File: src/rtl/matrix_stream_emitter.sv
// Buffers matrix elements in a FIFO and streams them out row by row, with a
// row-end pulse after each row and a matrix-end pulse after the last row.
module matrix_stream_emitter #(
  parameter int unsigned DATA_WIDTH = 8,
  parameter int unsigned DIM_WIDTH  = 8,
  parameter int unsigned FIFO_DEPTH = 16
) (
  input  logic                          clk,
  input  logic                          resetn,
  input  logic                          cfg_valid,
  input  logic [DIM_WIDTH-1:0]          cfg_rows,
  input  logic [DIM_WIDTH-1:0]          cfg_cols,
  input  logic                          in_valid,
  input  logic [DATA_WIDTH-1:0]         in_data,
  output logic                          in_ready,
  output logic                          out_matrix_en,
  output logic [DATA_WIDTH-1:0]         out_matrix,
  output logic                          out_matrix_end_row,
  output logic                          out_matrix_end,
  output logic                          busy,
  output logic [$clog2(FIFO_DEPTH):0]   level
);

  localparam int unsigned AW = $clog2(FIFO_DEPTH);
  localparam int unsigned LW = AW + 1;
  localparam logic [LW-1:0] LevelFull = LW'(FIFO_DEPTH);

  typedef enum logic [1:0] {
    IDLE,
    EMIT,
    ROW_END,
    MAT_END
  } state_t;

  state_t                state_q, state_d;
  logic [DIM_WIDTH-1:0]  rows_q, rows_d, cols_q, cols_d;
  logic [DIM_WIDTH-1:0]  row_q, row_d, col_q, col_d;
  logic [AW-1:0]         wr_ptr_q, rd_ptr_q;
  logic [DATA_WIDTH-1:0] mem_q [FIFO_DEPTH];
  logic                  push, pop;
  logic                  en_d, end_row_d, end_d;
  logic [DATA_WIDTH-1:0] data_d;

  // Readiness depends only on the registered level, so a full FIFO refuses
  // a push even when the same cycle pops.
  assign in_ready = resetn && (level != LevelFull);
  assign push     = in_valid && in_ready;

  always_comb begin
    state_d   = state_q;
    rows_d    = rows_q;
    cols_d    = cols_q;
    row_d     = row_q;
    col_d     = col_q;
    pop       = 1'b0;
    en_d      = 1'b0;
    end_row_d = 1'b0;
    end_d     = 1'b0;
    data_d    = out_matrix;
    unique case (state_q)
      IDLE: begin
        if (cfg_valid && (cfg_rows != '0) && (cfg_cols != '0)) begin
          rows_d  = cfg_rows;
          cols_d  = cfg_cols;
          row_d   = '0;
          col_d   = '0;
          state_d = EMIT;
        end
      end
      EMIT: begin
        if (level != '0) begin
          pop    = 1'b1;
          en_d   = 1'b1;
          data_d = mem_q[rd_ptr_q];
          if (col_q == cols_q - DIM_WIDTH'(1)) begin
            col_d   = '0;
            state_d = ROW_END;
          end else begin
            col_d = col_q + DIM_WIDTH'(1);
          end
        end
      end
      ROW_END: begin
        end_row_d = 1'b1;
        if (row_q == rows_q - DIM_WIDTH'(1)) begin
          state_d = MAT_END;
        end else begin
          row_d   = row_q + DIM_WIDTH'(1);
          state_d = EMIT;
        end
      end
      MAT_END: begin
        end_d   = 1'b1;
        state_d = IDLE;
      end
      default: state_d = IDLE;
    endcase
  end

  always_ff @(posedge clk or negedge resetn) begin
    if (!resetn) begin
      state_q            <= IDLE;
      busy               <= 1'b0;
      rows_q             <= '0;
      cols_q             <= '0;
      row_q              <= '0;
      col_q              <= '0;
      out_matrix_en      <= 1'b0;
      out_matrix         <= '0;
      out_matrix_end_row <= 1'b0;
      out_matrix_end     <= 1'b0;
    end else begin
      state_q            <= state_d;
      busy               <= (state_d != IDLE);
      rows_q             <= rows_d;
      cols_q             <= cols_d;
      row_q              <= row_d;
      col_q              <= col_d;
      out_matrix_en      <= en_d;
      out_matrix         <= data_d;
      out_matrix_end_row <= end_row_d;
      out_matrix_end     <= end_d;
    end
  end

  always_ff @(posedge clk or negedge resetn) begin
    if (!resetn) begin
      wr_ptr_q <= '0;
      rd_ptr_q <= '0;
      level    <= '0;
    end else begin
      if (push) wr_ptr_q <= wr_ptr_q + AW'(1);
      if (pop)  rd_ptr_q <= rd_ptr_q + AW'(1);
      case ({push, pop})
        2'b10:   level <= level + LW'(1);
        2'b01:   level <= level - LW'(1);
        default: level <= level;
      endcase
    end
  end

  // Storage needs no reset: the pointers define which entries are valid.
  always_ff @(posedge clk) begin
    if (push) mem_q[wr_ptr_q] <= in_data;
  end

endmodule

File: config.mk
export PLATFORM = sky130hd
export DESIGN_NAME = matrix_stream_emitter
export DESIGN_NICKNAME = d
export VERILOG_FILES = /design/src/rtl/matrix_stream_emitter.sv
export SDC_FILE = /design/constraint.sdc
export NUM_CORES = 1
export LEC_CHECK = 0
export ABC_AREA = 1
export ABC_CLOCK_PERIOD_IN_PS = 3200
export CORE_MARGIN = 8
export CORE_UTILIZATION = 60
export DETAILED_ROUTE_END_ITERATION = 6
export PLACE_DENSITY = 0.85
export SYNTH_ARGS = -nofsm -noshare
export SYNTH_HDL_FRONTEND = slang
export SYNTH_SLANG_ARGS = --single-unit
File: constraint.sdc
create_clock -name clk -period 3.2 [get_ports clk]
set_clock_uncertainty 0.05 [all_clocks]
set_input_delay 0.8 -clock clk [delete_from_list [all_inputs] [get_ports clk]]
set_output_delay 0.8 -clock clk [all_outputs]
set_load 0.05 [all_outputs]
After elaboration in Yosys (flattened, before gate mapping)
Memories as Yosys holds them, arrays and structs flattened. A register that Yosys moved wholly into a read port is not among the register bits. Cells that the tools add are included.

Register bits: 51. RAM bits: 128. Input bits: 28. Output and inout port bits: 18. Logic and storage cells: 67. Memories kept: 1.

Memory list: mem_q (words 16, bits a word 8, rd ports 1, clocked after memory_dff 1, wr ports 1, line 39) `logic [DATA_WIDTH-1:0] mem_q [FIFO_DEPTH];`.

Add/subtract/negate cells: 8. Equality and inequality tests: 11. Mux-type cells: 18. Reduce and logical (&&, ||, !) cells: 17.

Operators with widths (count): $mux W8 (4); $pmux W8 S2 (2); $add A8 B1 Y8 const B (2); $eq A8 B8 Y1 (2); $reduce_bool A8 Y1 (2); $sub A8 B1 Y8 const B (2); $pmux W5 S2 (1); $add A4 B1 Y4 const B (2); $mux W2 (4); $pmux W2 S4 (1); $reduce_bool A2 Y1 (4); $eq A2 B2 Y1 const B (3); $mux W1 (6); $ne A2 B2 Y1 const B (3); $reduce_and A3 Y1 (2); $add A5 B1 Y5 const B (1); $ne A5 B5 Y1 const B (1); $reduce_bool A5 Y1 (1); $sub A5 B1 Y5 const B (1); $eq A2 B1 Y1 const B (2); $logic_and A1 B1 Y1 (4); $reduce_and A2 Y1 (2); $logic_not A2 Y1 (1); $logic_not A1 Y1 (1).

Logic depth before layout (Yosys ltp)
Depth after elaboration: 6. Mapped depth: 16. Depth with buffers taken out: 16.

Worst setup path after synthesis
No wires, ideal clock.

Kind: reg-to-reg. From: register level[0]. To: register level[4]. Library setup time: 82 ps. Arrival: 2616 ps. Setup slack: 452 ps. Cell stages (with the launch flop): 17. Buffers on the path: 1. Cells stage by stage: dfrtp_1 -> inv_2 -> nand4_1 -> nand2_1 -> inv_2 -> buf_2 -> ha_1 -> inv_1 -> fa_1 -> inv_1 -> a21oi_1 -> nor2_1 -> nor2_1 -> nand2_1 -> nand2_1 -> nor2_1 -> xor2_1.

Longest elaborated chain between the ends: 5.

Ends and longest elaborated chain: start: declaration (line 21) `output logic [$clog2(FIFO_DEPTH):0] level`; start signal: assignment (line 135) `2'b10: level <= level + LW'(1);`; start signal: assignment (line 136) `2'b01: level <= level - LW'(1);`; start signal: assignment (line 137) `default: level <= level;`; $reduce_bool A5 Y1 (*) (line 71) `if (level != '0) begin`; $mux W1 (*) (2 in a row); net en_d (line 41) `logic en_d, end_row_d, end_d;`; $eq A2 B1 Y1 / $eq A2 B2 Y1 (equally long branches) (line 134) `case ({push, pop})`; $pmux W5 S2 / $reduce_bool A2 Y1 (equally long branches).

The timed path passes the listed nets; every way through them passes the cells marked *. A chain may end at the register's enable or synchronous reset.

Worst setup path after layout
From: register state_q[0]. To: register level[4].

Longest elaborated chain between the ends: 4.

Ends and longest elaborated chain: start: declaration (line 35) `state_t state_q, state_d;`; start signal: assignment (line 113) `state_q <= state_d;`; $eq A2 B1 Y1 (*) (line 60) `unique case (state_q)`; $mux W1 (*) (line 60); $eq A2 B1 Y1 / $eq A2 B2 Y1 (equally long branches) (line 134); $pmux W5 S2 / $reduce_bool A2 Y1 (equally long branches).

Mark *: on every way between the ends. The rest lies on a longest branch, timed or not.

==> impl_results.md <==
- Fmax: around 0.37 GHz
- Drc violations: 0
- Worst setup SP type: flip-flop
- Remaining Overflow, GRT: 0
- Critical Path RT: between 3 and 4 ns
- CP Capture Point: level[4]$_DFFE_PN0P_
- HP Class: reg -> reg
- Count leader, synth: nand2_1
- Pwr/cell area: ~880 mW/mm^2
- Crit path arrival time: around 3.0 ns
- CTS Hold Bufs: 0
- Antenna Cells: 0
- FILL cells: 934
- P_int: between 5 and 6 mW
- DIE HEIGHT: ~140 um
- Final period util: 0.839
- Initial DRC count: roughly 630
- DRT Wirelength: 18300 um
- Die ar.: around 0.018 sq mm
- H-tree depth: 4
- #FFs+latches synth: 187
- R2r setup slk: ~0.52 ns
- Worst Path Class, Setup: reg -> reg
- RSZ-0062 raised after global routing: no
- Rows: 43
- Total power: 8.67 mW
- Slew headroom: 0.486
- Worst skew pair latency: 0.44 ns
- Nets: around 950
- Post_cts resized: 0
- Crit. Startpoint: state_q[0]$_DFF_PN0_
- Place WS: ~0.3 ns
- Leak: between 3 and 4 nW
- Syn Inst Count: around 850
- Starting Density: 0.616
- Final GP Congestion: ~0.83
- Yosys warnings: 0
- Antenna violations before repair: 0
- Max cap viols: 0
- Core region area: 0.0139 sq mm
- Top post-synthesis cells by count: 154 x nand2_1, 153 x nor2_1, 128 x edfxtp_1, 59 x dfrtp_1, 54 x o21ai_1
- Hpwl dp: about 12000 um
- Seq pwr share: 0.379
- Synth Area per Inst: between 10 and 15 sq um
- Status: finished, final reports clean
- Layout cells sized above 1: 0.100
- Switch share: 0.409
- Via-to-Cell Ratio: 5.69
- Worst vdd ir: ~0.54 mV
- Largest net degree at the start of global routing: between 60 and 70
- Vias post-DR: 6253
- Clk network pwr share: 0.236
- CTS buffer count: 17
- Least-Margin Pin Slew: about 0.77 ns
- Vias in the first global route: between 6000 and 7000
- Number of flops mapped to enable cells by yosys: 128
- Final setup vio count: 0
- FFs w/ async S/R, synth: 0.316
- Ys flop type: edfxtp_1
- CTS tree: done
- Seq/Total Area, Yosys: 0.622
- Clock buffer depth: 2
- Syn Nets: just under 900
- First-pass GRT wire length: 30000 um
- Crit end category: flip-flop
- Drt pass-1 iters: 5
- Combinational fraction of design power: 0.385
- Worst r2r src: state_q[0]$_DFF_PN0_
- Netlist Area Pre-Place: 0.00855 sq mm
- Final ANT Viol Nets: 0
- Post-route minimum period: 2.68 ns
- Final setup margin: slightly above 0.5 ns
- PortBufs: between 40 and 50
- Die W: 135 um
- Worst R2R Path Depth: 16
- P_sw: between 3 and 4 mW
- DR WL/cell: approximately 17 um
- Setup TNS: 0 ns
- Top cells by area, synth: edfxtp_1 45%, dfrtp_1 17%, nand2_1 6.8%
- GRT Resource Usage Total: 0.208
- Postcts setup bufs: 0
- Yosys top cell area share: 0.449
- Placed Cells: 1067
- Synthesis-to-layout area growth: 15.3%
- Clock Sinks: between 150 and 200
- Io pins: 46
- Clock root buffer: clkbuf_16
- Slew Limit Fails: 0
- Final Non-Filler Cells: 1099
- RR Endpoint: level[4]$_DFFE_PN0P_
- Yosys top cell by area: edfxtp_1
- Netlist cell types: 35
- Hold Violations, Final: 0
- Worst-path clk slew: roughly 0.07 ns
- Max FO, Critical Path: 11
==> cell usage in the layout (no fill, tap or decap), types with 6 or more instances in the layout <==
cell,Yosys,routed
a21oi_1,6,6
a31oi_1,6,6
buf_4,2,23
clkbuf_16,0,17
clkdlybuf4s50_1,0,43
dfrtp_1,59,57
edfxtp_1,128,128
ha_1,13,13
inv_1,49,49
inv_2,17,17
nand2_1,154,154
nand3_1,32,32
nand4_1,16,16
nor2_1,153,153
o211ai_1,32,32
o21ai_0,42,42
o21ai_1,54,54
xnor2_1,7,7
xor2_1,22,22
==> cell type report <==
type	count	area, sq um	share of cell area
tap	180	225	0.0228
sequential	187	5320	0.540
inverter	69	264	0.0268
multi-input combinational	562	2810	0.285
clock buffer	18	429	0.0435
clock inverter	14	155	0.0157
timing repair buffer	69	648	0.0658
==> registers in the layout (all words and copies together) (netlist names), 5 cells and up <==
name and flops:
mem_q 128, col_q 8, cols_q 8, out_matrix 8, row_q 8, rows_q 8
level 5
==> routing by layer <==
layer	track usage	up-vias	share of wire
li1	-	2998	-
met1	0.247	2954	0.40
met2	0.353	245	0.49
met3	0.0438	56	0.072
met4	0.102	0	0.033
met5	0	-	0
==> worst min-delay path by stage <==
stage                                    from                         to  slack [ns]  cells past startpoint
finish              out_matrix[3]$_DFFE_PN0P_  out_matrix[3]$_DFFE_PN0P_        0.43                      2
global route        out_matrix[6]$_DFFE_PN0P_  out_matrix[6]$_DFFE_PN0P_        0.46                      2
CTS                 out_matrix[3]$_DFFE_PN0P_  out_matrix[3]$_DFFE_PN0P_        0.44                      2
detailed placement  out_matrix[3]$_DFFE_PN0P_  out_matrix[3]$_DFFE_PN0P_        0.42                      2
global placement    out_matrix[3]$_DFFE_PN0P_  out_matrix[3]$_DFFE_PN0P_        0.42                      2
floorplan               cols_q[7]$_DFFE_PN0P_      cols_q[7]$_DFFE_PN0P_        0.42                      2
==> cells by family after synthesis <==
family	share of synthesized area
AND/OR/NAND/NOR	0.185
adder cells (fa/ha/maj)	0.0214
buffers and inverters	0.0490
XOR/XNOR	0.0297
AO/OA/AOI/OAI	0.0932
flip-flops	0.622
==> power by group through the flow <==
stage | clock network (mW) | logic, mW | registers [mW]
final | 2.05 | 3.34 | 3.29
after global routing | 2.17 | 3.67 | 3.33
after floorplan | 0 | 2.13 | 3.52
after detailed placement | 0 | 3.26 | 3.33
after CTS | 2.07 | 3.33 | 3.28
after global placement | 0 | 3.13 | 3.31
==> per-stage QoR <==
stage	instance area [sq um]	utilization	hold slack (ns)
CTS	9860	0.710	0.437
detailed placement	9270	0.668	0.419
finish	9860	0.710	0.429
floorplan	8550	-	0.418
global route	9860	0.710	0.463
global placement	9270	0.668	0.420
==> critical path: stages, from the launching register on <==
cell	delay, ns
dfrtp_1	0.38
inv_1	0.06
nor2_1	0.09
buf_4	0.18
nand2_1	0.23
inv_2	0.15
ha_1	0.24
inv_1	0.11
fa_1	0.37
inv_1	0.11
a21oi_1	0.10
nor2_1	0.12
nor2_1	0.07
nand2_1	0.06
nand2_1	0.04
nor2_1	0.11
xor2_1	0.15
(Power assumes the default switching activity.)
